<file path="config.mk">
export PLATFORM = sky130hd
export DESIGN_NAME = tt_tinycore_gen
export DESIGN_NICKNAME = d
export VERILOG_FILES = /design/src/rtl/tt_tinycore_gen.sv
export SDC_FILE = /design/constraint.sdc
export NUM_CORES = 1
export LEC_CHECK = 0
export ABC_AREA = 1
export BUFFER_PORTS_ARGS = -buffer_cell sky130_fd_sc_hd__clkbuf_2
export CAP_MARGIN = 20
export CORE_ASPECT_RATIO = 1.75
export CORE_MARGIN = 2
export CORE_UTILIZATION = 25
export CTS_CLUSTER_DIAMETER = 80
export DETAILED_ROUTE_END_ITERATION = 8
export SLEW_MARGIN = 15
export SYNTH_ARGS = -nofsm -noshare
export SYNTH_HDL_FRONTEND = slang
export SYNTH_SLANG_ARGS = --single-unit
</file>
<file path="constraint.sdc">
create_clock -name clk -period 2.8 [get_ports clk]
set_input_delay 0.56 -clock clk [delete_from_list [all_inputs] [get_ports clk]]
set_output_delay 0.56 -clock clk [all_outputs]
set_load 0.05 [all_outputs]
</file>
<file path="src/rtl/tt_tinycore_gen.sv">
// Parametrised accumulator micro-core with writable IMEM and start/busy/halt control.
// Ports: clk/rst_n/ena, start, prog_we/addr/wdata, in_data, out_data/out_valid, busy, halted, pc_dbg.
module tt_tinycore_gen #(
  parameter int DATA_W = 8,
  parameter int ADDR_W = 5
) (
  input  logic              clk,
  input  logic              rst_n,
  input  logic              ena,
  input  logic              start,
  input  logic              prog_we,
  input  logic [ADDR_W-1:0] prog_addr,
  input  logic [ADDR_W+3:0] prog_wdata,
  input  logic [DATA_W-1:0] in_data,
  output logic [DATA_W-1:0] out_data,
  output logic              out_valid,
  output logic              busy,
  output logic              halted,
  output logic [ADDR_W-1:0] pc_dbg
);

  localparam int INSTR_W = 4 + ADDR_W;
  localparam int DEPTH   = 2 ** ADDR_W;

  localparam logic [3:0] OP_LDI = 4'h1;
  localparam logic [3:0] OP_ADD = 4'h2;
  localparam logic [3:0] OP_SUB = 4'h3;
  localparam logic [3:0] OP_AND = 4'h4;
  localparam logic [3:0] OP_OR  = 4'h5;
  localparam logic [3:0] OP_XOR = 4'h6;
  localparam logic [3:0] OP_JMP = 4'h7;
  localparam logic [3:0] OP_BEQ = 4'h8;
  localparam logic [3:0] OP_BNE = 4'h9;
  localparam logic [3:0] OP_BCS = 4'hA;
  localparam logic [3:0] OP_STR = 4'hB;
  localparam logic [3:0] OP_IN  = 4'hC;
  localparam logic [3:0] OP_HLT = 4'hD;

  typedef enum logic [1:0] {
    S_IDLE,
    S_FETCH,
    S_EXEC,
    S_HALT
  } state_t;

  state_t              state_q, state_d;
  logic [ADDR_W-1:0]   pc_q, pc_d;
  logic [DATA_W-1:0]   acc_q, acc_d;
  logic [INSTR_W-1:0]  ir_q, ir_d;
  logic                z_q, z_d;
  logic                c_q, c_d;
  logic [DATA_W-1:0]   out_data_q, out_data_d;

  logic [INSTR_W-1:0]  imem [DEPTH];

  logic [3:0]          opcode;
  logic [ADDR_W-1:0]   operand;
  logic [DATA_W-1:0]   imm;
  logic [DATA_W:0]     sum;
  logic [DATA_W:0]     diff;
  logic [ADDR_W-1:0]   pc_inc;
  logic                idle_like;
  logic                str_hit;
  logic                upd_z;

  assign opcode    = ir_q[INSTR_W-1:ADDR_W];
  assign operand   = ir_q[ADDR_W-1:0];
  assign imm       = DATA_W'(operand);
  assign sum       = {1'b0, acc_q} + {1'b0, imm};
  // MSB of the widened difference is the borrow (acc < imm)
  assign diff      = {1'b0, acc_q} - {1'b0, imm};
  assign pc_inc    = pc_q + ADDR_W'(1);
  assign idle_like = (state_q == S_IDLE) || (state_q == S_HALT);

  always_ff @(posedge clk) begin
    if (ena && prog_we && idle_like) begin
      imem[prog_addr] <= prog_wdata;
    end
  end

  always_comb begin
    state_d    = state_q;
    pc_d       = pc_q;
    acc_d      = acc_q;
    ir_d       = ir_q;
    z_d        = z_q;
    c_d        = c_q;
    out_data_d = out_data_q;
    str_hit    = 1'b0;
    upd_z      = 1'b0;
    unique case (state_q)
      S_IDLE, S_HALT: begin
        if (start) begin
          state_d = S_FETCH;
          pc_d    = '0;
          acc_d   = '0;
          z_d     = 1'b0;
          c_d     = 1'b0;
        end
      end
      S_FETCH: begin
        ir_d    = imem[pc_q];
        state_d = S_EXEC;
      end
      S_EXEC: begin
        state_d = S_FETCH;
        pc_d    = pc_inc;
        case (opcode)
          OP_LDI: begin
            acc_d = imm;
            upd_z = 1'b1;
          end
          OP_ADD: begin
            acc_d = sum[DATA_W-1:0];
            c_d   = sum[DATA_W];
            upd_z = 1'b1;
          end
          OP_SUB: begin
            acc_d = diff[DATA_W-1:0];
            c_d   = diff[DATA_W];
            upd_z = 1'b1;
          end
          OP_AND: begin
            acc_d = acc_q & imm;
            c_d   = 1'b0;
            upd_z = 1'b1;
          end
          OP_OR: begin
            acc_d = acc_q | imm;
            c_d   = 1'b0;
            upd_z = 1'b1;
          end
          OP_XOR: begin
            acc_d = acc_q ^ imm;
            c_d   = 1'b0;
            upd_z = 1'b1;
          end
          OP_JMP: pc_d = operand;
          OP_BEQ: if (z_q) pc_d = operand;
          OP_BNE: if (!z_q) pc_d = operand;
          OP_BCS: if (c_q) pc_d = operand;
          OP_STR: begin
            out_data_d = acc_q;
            str_hit    = 1'b1;
          end
          OP_IN: begin
            acc_d = in_data;
            upd_z = 1'b1;
          end
          OP_HLT: begin
            pc_d    = pc_q;
            state_d = S_HALT;
          end
          default: ;
        endcase
        if (upd_z) z_d = (acc_d == '0);
      end
      default: state_d = S_IDLE;
    endcase
  end

  always_ff @(posedge clk or negedge rst_n) begin
    if (!rst_n) begin
      state_q    <= S_IDLE;
      pc_q       <= '0;
      acc_q      <= '0;
      ir_q       <= '0;
      z_q        <= 1'b0;
      c_q        <= 1'b0;
      out_data_q <= '0;
    end else if (ena) begin
      state_q    <= state_d;
      pc_q       <= pc_d;
      acc_q      <= acc_d;
      ir_q       <= ir_d;
      z_q        <= z_d;
      c_q        <= c_d;
      out_data_q <= out_data_d;
    end
  end

  // The store pulse is shown during the EXEC cycle of STR, with the
  // stored value presented alongside it.
  assign out_valid = str_hit && ena;
  assign out_data  = out_valid ? acc_q : out_data_q;
  assign busy      = (state_q == S_FETCH) || (state_q == S_EXEC);
  assign halted    = (state_q == S_HALT);
  assign pc_dbg    = pc_q;

endmodule

</file>
==> flow_summary.json <==
{
  "cts_tree": "done",
  "synth_edf_count": 288,
  "start_util": 0.2518,
  "multi_input_area_um2": 4131,
  "post-route-period-util": 0.9811,
  "cts.sinks": 322,
  "yosysTopAreaCellShare": 0.6135,
  "start_kind": "flip-flop",
  "cp_top_family": "buffers and inverters",
  "crit_type": "flip-flop to primary output",
  "syn-cell-area_um2": 14100,
  "grt_max_degree": 149,
  "grt_use_total": 0.1310,
  "drc_errors": 0,
  "layout.nets": 1374,
  "hold_viol": 0,
  "finClkSkew_ns": 0.02307,
  "seqCellArea_um2": 9503,
  "stdcell_count": 2052,
  "cts-htree-levels": 1,
  "fin_tns_setup_ns": 0,
  "wl_met3_um": 1982,
  "comb_power_share": 0.333,
  "period_needed_ns": 2.747,
  "drt_iter0_drc": 885,
  "final_max_slew_viol_count": 0,
  "p_switching_mw": 5.208,
  "cts_hold_buf": 0,
  "wl_met2_um": 20830,
  "yosysSeqAreaShare": 0.6739,
  "switching_share": 0.3652,
  "antenna_found_initial": 0,
  "grt_remaining_overflow": 0,
  "path_clk_slew_ns": 0.06,
  "io_pins": 43,
  "worst_path_largest_cell_delay_ns": 0.39,
  "cts_root_buffer": "clkbuf_16",
  "die_h_um": 318.1,
  "grt_pass1_vias": 9987,
  "internal-power_mw": 9.052,
  "syn_area_per_cell_um2": 11.28,
  "crit_chain": "inv_2, ha_4, inv_4, nor4_4, buf_4, bufbuf_16, a21oi_2, buf_12",
  "synth_ff_type": "edfxtp_1",
  "dp_hpwl_um": 25070,
  "syn_nets": 1300,
  "slowest_stage": "dfrtp_1",
  "routedWlPerCell_um": 18.86,
  "async_reset_ff_frac": 0.1056,
  "cap_violations": 0,
  "dieArea_um2": 58370,
  "die_w_um": 183.5,
  "cp_num_buf_inv": 5,
  "synth_top_area_cell": "edfxtp_1",
  "insertion_delay_ns": 0.57,
  "wl_met1_um": 14400,
  "critical_path_arrival_ns": 2.19,
  "crit_required_ns": 2.24,
  "p_per_area_nw_per_um2": 860.5,
  "viasPerCell": 4.842,
  "hold_class": "input pin to asynchronous set/reset pin",
  "grt_pass1_wl_um": 58750,
  "syn_to_final_growth_pct": 17.57,
  "max_freq_mhz": 364.0,
  "vias": 9935,
  "fillCellCount": 5605,
  "status": "complete, no violations",
  "gp_congestion": 0.9174,
  "highest-signal-layer": "met4",
  "power_frac_seq": 0.397,
  "crit_fanout": 12,
  "cts_max_path_buffers": 3,
  "wl_um": 38690,
  "setup_viol": 0,
  "hold_slack_ns": 0.1019,
  "pwr-share-clk": 0.270,
  "ff2ff_setup_slack_ns": 0.54,
  "layout-drive-gt1-share": 0.1335,
  "worst_pin_slew_ns": 0.8960,
  "placed_cells": 1983,
  "ys_ff_latch": 322,
  "p_leak_nw": 5.765,
  "first_pass_iters": 5,
  "synth.distinct_cells": 38,
  "ir_drop_v": 0.0006181,
  "cp-end-kind": "primary output",
  "numCtsBuffers": 31,
  "slew_headroom": 0.4027,
  "final_antenna_net_count": 0,
  "core_area_um2": 55970,
  "ys_warn_count": 0,
  "port_buffers": 42,
  "rows": 115,
  "postSynthCellCount": 1250,
  "yosys-top-cells-area": "edfxtp_1 (61%), nor2_1 (6.9%), o21ai_0 (6.1%)"
}
[what timing repair did]
action | CTS | global route
setup endpoints to repair | 9 | 1
hold endpoints to repair | 0 | 0
gates resized for setup | 10 | 6
gates cloned | 1 | 1
buffers inserted | 5 | 3
pin swaps | 1 | 1
[through the flow]
step	setup slack, ns	util	power [mW]	area [um2]
final	0.05296	0.2961	14.26	16570
after global routing	-0.009893	0.2960	15.03	16570
after global placement	0.2830	0.2764	10.33	15470
after detailed placement	0.2374	0.2764	10.40	15470
after floorplan	0.1652	-	8.795	14110
after CTS	0.01673	0.2949	14.31	16510
[worst paths after layout]
| path | startpoint | endpoint | depth (start not counted) |
|---|---|---|---|
| min in group clk | in_data[5] | z_q$_DFFE_PN0P_ | 6 |
| worst max register to register | acc_q[0]$_DFFE_PN0P_ | z_q$_DFFE_PN0P_ | 15 |
| worst min-delay path | rst_n | out_data_q[5]$_DFFE_PN0P_ | 1 |
| worst min register to register | out_data_q[0]$_DFFE_PN0P_ | out_data_q[0]$_DFFE_PN0P_ | 2 |
| worst max-delay path | state_q[0]$_DFFE_PN0P_ | out_data[4] | 8 |
| max in group asynchronous | rst_n | pc_dbg[0]$_DFFE_PN0P_ | 1 |
[cell usage after synthesis (9+ instances only)]
cell type and n:
o22ai_1 33, inv_1 51, clkbuf_1 35, o21ai_0 171, dfrtp_1 34, nand3_1 81, edfxtp_1 288, nor2_1 259
nand2_1 97, o211ai_1 63, buf_2 16, ha_1 21, o21ai_1 16, o221ai_1 9, a21oi_1 22
[layout by cell type, fill, tap and decap left out, types with 2 or more instances in the layout]
cell type   instances
dfrtp_1            33
nor3_1              5
o22ai_1            33
nand2_2             3
nand3_1            81
o221ai_1            9
diode_2             2
o21ai_1            16
a31oi_1             2
o211ai_1           63
buf_4              55
nor2_2              5
a21oi_1            14
clkinv_1           10
o21ai_0           171
a21oi_2             9
buf_12             12
edfxtp_1          288
nor2_1            257
clkbuf_16          32
inv_2               8
nand4_1             3
clkbuf_1            8
clkinvlp_4          2
xnor2_1             2
clkinv_4            2
inv_1              49
nand2_1            97
clkinv_2            5
fa_1                2
ha_1               20
xor2_1              2
clkbuf_2           33
[flip-flops by register name, summed over array words and instances (netlist names)]
name and cells:
z_q 1, c_q 1, out_data_q 8, pc_dbg 5
ir_q 9, state_q 2, imem 288, acc_q 8
[area by class of cell]
cell class / instances / area share
clock inverter: 18 / 0.007399
clock buffer: 39 / 0.04862
inverter: 62 / 0.01427
timing repair buffer: 103 / 0.05368
antenna: 2 / 0.0003020
multi-input combinational: 804 / 0.2493
tap: 702 / 0.05300
sequential: 322 / 0.5734
[routing by layer]
metal,vias up,GRT usage
li1,4662,-
met1,4895,0.1445
met2,299,0.2490
met3,79,0.01658
met4,0,0.05387
met5,-,0
[kinds of logic after synthesis]
group / after synthesis / share of synthesized area
AO/OA/AOI/OAI: 319 / 0.1306
XOR/XNOR: 4 / 0.002486
adder cells (fa/ha/maj): 23 / 0.02148
buffers and inverters: 124 / 0.03639
flip-flops: 322 / 0.6739
AND/OR/NAND/NOR: 458 / 0.1352
[power by group through the flow]
| stage | Combinational [mW] | Clock, mW | Sequential [mW] |
|---|---|---|---|
| CTS | 4.72 | 3.94 | 5.65 |
| detailed placement | 4.64 | 0 | 5.76 |
| floorplan | 3.07 | 0 | 5.73 |
| global placement | 4.58 | 0 | 5.75 |
| finish | 4.75 | 3.85 | 5.66 |
| global route | 5.22 | 4.13 | 5.68 |
(Power assumes the default switching activity.)
